===== src/rtl/br_csr_tag_alloc_ctrl.sv =====
// br_csr_tag_alloc_ctrl
//   Hands out branch/CSR issue-queue tags from an external free-list to two
//   dispatch requesters (round-robin), returns completed tags to the list,
//   and runs a FLUSH/SETTLE sequence that reinitialises the list.
// Ports:
//   Clk, Rest                 clock, async active-low reset
//   Req0/1Valid, Req0/1Ready  tag requests / one-hot grant
//   GntTag                    granted tag (free-list head)
//   RelValid, RelTag          tag release from completion
//   FlushReq, FlushBusy       flush request / flush in progress
//   FlRable, FlWable, FlDin,
//   FlClean, FlPreOut,
//   FlEmpty, FlFull           free-list pop/push/reinit and status
//   InFlight                  granted, unreleased tag count
//   ErrRel                    sticky illegal-release flag
module br_csr_tag_alloc_ctrl #(
  parameter int unsigned TAGWIDE = 4,
  parameter int unsigned TAGNUM  = 4
) (
  input  logic               Clk,
  input  logic               Rest,
  input  logic               Req0Valid,
  input  logic               Req1Valid,
  output logic               Req0Ready,
  output logic               Req1Ready,
  output logic [TAGWIDE-1:0] GntTag,
  input  logic               RelValid,
  input  logic [TAGWIDE-1:0] RelTag,
  input  logic               FlushReq,
  output logic               FlushBusy,
  output logic               FlRable,
  input  logic [TAGWIDE-1:0] FlPreOut,
  input  logic               FlEmpty,
  input  logic               FlFull,
  output logic               FlWable,
  output logic [TAGWIDE-1:0] FlDin,
  output logic               FlClean,
  output logic [2:0]         InFlight,
  output logic               ErrRel
);

  typedef enum logic [1:0] {
    RUN    = 2'd0,
    FLUSH  = 2'd1,
    SETTLE = 2'd2
  } state_e;

  localparam logic [3:0] TAG_LIMIT = 4'(TAGNUM);

  state_e     state_q, state_d;
  logic       ptr_q, ptr_d;
  logic [2:0] inflight_q, inflight_d;
  logic       err_q, err_d;

  logic run_go, grant_ok, gnt0, gnt1, rel_ok, rel_bad;

  // State register
  always_ff @(posedge Clk or negedge Rest) begin
    if (!Rest) begin
      state_q    <= RUN;
      ptr_q      <= 1'b0;
      inflight_q <= '0;
      err_q      <= 1'b0;
    end else begin
      state_q    <= state_d;
      ptr_q      <= ptr_d;
      inflight_q <= inflight_d;
      err_q      <= err_d;
    end
  end

  // Next-state logic
  always_comb begin
    state_d = state_q;
    unique case (state_q)
      RUN:     if (FlushReq) state_d = FLUSH;
      FLUSH:   state_d = SETTLE;
      SETTLE:  state_d = FlushReq ? FLUSH : RUN;
      default: state_d = RUN;
    endcase
  end

  // Output and datapath logic
  always_comb begin
    // A flush request in RUN blocks that cycle's grant and release.
    run_go   = (state_q == RUN) && !FlushReq;
    grant_ok = run_go && !FlEmpty && ({1'b0, inflight_q} < TAG_LIMIT);

    gnt0 = 1'b0;
    gnt1 = 1'b0;
    if (grant_ok) begin
      if (!ptr_q) begin
        if (Req0Valid)      gnt0 = 1'b1;
        else if (Req1Valid) gnt1 = 1'b1;
      end else begin
        if (Req1Valid)      gnt1 = 1'b1;
        else if (Req0Valid) gnt0 = 1'b1;
      end
    end

    rel_ok  = run_go && RelValid && !FlFull && (inflight_q != '0);
    rel_bad = run_go && RelValid && !rel_ok;

    ptr_d = ptr_q;
    if (gnt0)      ptr_d = 1'b1;
    else if (gnt1) ptr_d = 1'b0;

    inflight_d = inflight_q;
    if (state_q == FLUSH) begin
      inflight_d = '0;
    end else if ((gnt0 || gnt1) && !rel_ok) begin
      inflight_d = inflight_q + 3'd1;
    end else if (!(gnt0 || gnt1) && rel_ok) begin
      inflight_d = inflight_q - 3'd1;
    end

    err_d = err_q | rel_bad;

    // Strobes are gated by Rest so nothing fires while reset is held.
    Req0Ready = gnt0 & Rest;
    Req1Ready = gnt1 & Rest;
    FlRable   = (gnt0 | gnt1) & Rest;
    FlWable   = rel_ok & Rest;
    FlClean   = (state_q == FLUSH) & Rest;
    FlushBusy = (state_q != RUN);
    GntTag    = FlPreOut;
    FlDin     = RelTag;
    InFlight  = inflight_q;
    ErrRel    = err_q;
  end

endmodule

===== config.mk =====
export PLATFORM = sky130hd
export DESIGN_NAME = br_csr_tag_alloc_ctrl
export DESIGN_NICKNAME = d
export VERILOG_FILES = /design/src/rtl/br_csr_tag_alloc_ctrl.sv
export SDC_FILE = /design/constraint.sdc
export NUM_CORES = 1
export LEC_CHECK = 0
export CAP_MARGIN = 20
export CORE_ASPECT_RATIO = 1.1
export CORE_MARGIN = 3
export CORE_UTILIZATION = 30
export DETAILED_ROUTE_END_ITERATION = 8
export PLACE_DENSITY = 0.83
export SETUP_SLACK_MARGIN = 0.15
export SYNTH_ARGS = -nofsm -noshare
export SYNTH_HDL_FRONTEND = slang
export SYNTH_SLANG_ARGS = --single-unit

===== constraint.sdc =====
create_clock -name Clk -period 2.28 [get_ports Clk]
set_input_delay 0.456 -clock Clk [delete_from_list [all_inputs] [get_ports Clk]]
set_output_delay 0.456 -clock Clk [all_outputs]
set_load 0.05 [all_outputs]

==> summary.md <==
| Metric | Value |
|---|---|
| Crit path max fanout | 5 |
| Reg clk slew, reported paths | 0.06 ns |
| DR vias | 438 |
| Ys Warns | 0 |
| Die area | 2090 sq um |
| Max-slew violation count | 0 |
| Number of global-route vias before repair | 455 |
| Worst min path class | input port to async pin |
| Clock Skews | 0.00860 ns |
| Data required, critical path | 1.82 ns |
| Drt initial violations | 10 |
| Worst R2R Path Depth | 7 |
| Maxcap violations | 0 |
| FP Rows | 14 |
| FF-to-FF setup slack | 0.10 ns |
| Initial Util | 0.334 |
| Met1 GRT Util | 0.149 |
| Num ports | 34 |
| Root Driver | clkbuf_4 |
| Post-synth EDFFs | 0 |
| H-tree levels | 1 |
| CTS tree | yes |
| Unrepaired setup endpoints after global routing | yes |
| Worst r2r dst | InFlight[1]$_DFFE_PN0P_ |
| Slew margin rel. | 0.664 |
| Async S/R FF share, synth | 1.00 |
| Post-layout util | 0.591 |
| Final #Nets | 93 |
| Outcome | finished with violations |
| Layout area overhead | 76.8% |
| Global-route met2 utilization | 0.224 |
| Place WS | -0.465 ns |
| Top_reg_cell synth | dfrtp_1 |
| Final Setup Violations | 2 |
| Mapped Nets | 68 |
| Clock sink count | 7 |
| HPWL Detailed | 888 um |
| Worst IR Drop VDD | 0.481 mV |
| Most Crowded Layer GR | met2 |
| Failing checks | setup timing |
| Remaining antenna violation count | 0 |
| Core area | 1420 sq um |
| Static leakage | 0.000392 uW |
| First-pass GRT wire length | 1920 um |
| Max clock buf depth | 2 |
| RD Place Congestion | 0.772 |
| Final worst-path cycle share | 1.00 |
| Initial antenna violation count | 0 |
| Min Clock Period, post-route | 2.29 ns |
| Largest net degree at the start of global routing | 8 |
| GRT Total Usage | 0.129 |
| Clock Latency Late Sink | 0.26 ns |
| Via/cell ratio | 4.81 |
| Endpoint type of the worst setup path | output pin |
| CP arrival | 1.83 ns |
| F_max | 0.437 GHz |
| Worst reg2reg startpoint | state_q[0]$_DFFE_PN0P_ |
| Remaining DRCs | 0 |
| FF+latch count, synth | 7 |
| Sequential fraction of the synthesis area | 0.369 |
| Worst Setup Start Kind | flop |
| Setup CP Type | flop to output pin |
| CTS buffer count | 3 |
| Routed wire length | 1180 um |
| Ant. Diodes | 0 |
| Pwr Density | 871 nW/um^2 |
| Yosys cell types | 25 |
| Slew @ Worst Pin | 0.503 ns |
| Layout cells sized above 1 | 0.493 |
| Final Power | 730 uW |
| Hold Vio Cnt, Final | 0 |
| Drt pass-1 iters | 2 |
| Post-Synthesis Cells | 51 |
| Gr ovfl total | 0 |
| Syn_area_per_cell | 9.30 sq um |
| Grt met3 use | 0.0338 |
| Cts hold-fix bufs | 0 |
| Die H | 47.7 um |
| Cell Area, Synth | 474 sq um |
| DR WL/cell | 12.9 um |
| Die width | 43.9 um |
| Highest-count cells in the layout ignoring fill and taps | 8 x clkdlybuf4s50_1, 8 x buf_4, 7 x dfrtp_1 |
| Hold WS | 0.446 ns |
| Final worst slack | -0.00750 ns |
| Port bufs | 17 |
| Number of fillers in the final layout | 112 |
## synthesized netlist by cell type, types with 2 or more instances
cell     n  area share
buf_4    8        0.13
dfrtp_1  7        0.37
inv_1    4       0.032
nand2_1  4       0.032
nor2_1   4       0.032
mux2i_1  2       0.042
nand3_1  2       0.021
nor3_1   2       0.021
or2_2    2       0.026
## critical path, stage by stage (launching register included)
cell	delay [ns]
dfrtp_1	0.40
or4b_4	0.55
or3_4	0.37
nor2_4	0.11
buf_12	0.14
## worst max-delay path by stage
stage	start	endpoint	slack, ns
after floorplan	FlushReq	InFlight[2]$_DFFE_PN0P_	0.09
after global placement	FlushReq	InFlight[1]$_DFFE_PN0P_	-0.39
after detailed placement	FlushReq	InFlight[2]$_DFFE_PN0P_	-0.46
after CTS	state_q[0]$_DFFE_PN0P_	FlRable	-0.1
after global routing	state_q[1]$_DFFE_PN0P_	FlRable	-0.09
final	state_q[0]$_DFFE_PN0P_	FlWable	-0.007
## area by class of cell
cell class,instances,area [sq um],share of cell area
Timing Repair Buffer,29,324,0.387
Sequential cell,7,175,0.209
Multi-Input combinational cell,31,278,0.331
Tap cell,16,20.0,0.0239
Inverter,4,15.0,0.0179
Clock buffer,4,26.3,0.0313
## flip-flops by register name, indices dropped and copies added, names as in the netlist
name      flops
InFlight      3
state_q       2
ErrRel        1
ptr_q         1
## metal layers
metal,up-vias,share of wire
met5,-,0
met4,0,0
met3,0,0.077
met2,15,0.48
met1,206,0.44
li1,217,-
## power by group
group	switching [uW]	internal, uW
clock network	47.6	66.9
registers	61.6	162
logic	221	171
## per-stage QoR
stage | area (sq um) | cells | setup TNS (ns)
floorplan | 508 | 51 | 0
global placement | 743 | 83 | -2.21
detailed placement | 743 | 83 | -2.44
CTS | 825 | 90 | -0.358
global route | 838 | 91 | -0.258
finish | 838 | 91 | -0.0119
## what timing repair did
action / in CTS / in global routing
resized for setup: 12 / 5
buffers inserted: 3 / 1
setup endpoints to repair: 7 / 9
pin swaps: 11 / 7
## logic make-up after synthesis
group,count (synthesis),synth area share
and+or+nand+nor,22,0.280
buffers and inverters,13,0.169
DFF,7,0.369
AOI/OAI and AO/OA,5,0.0792
muxes,2,0.0422
xor gates and xnor gates,1,0.0185
adders and majority gates,1,0.0422
No activity file was read; power rests on OpenSTA's default activity.
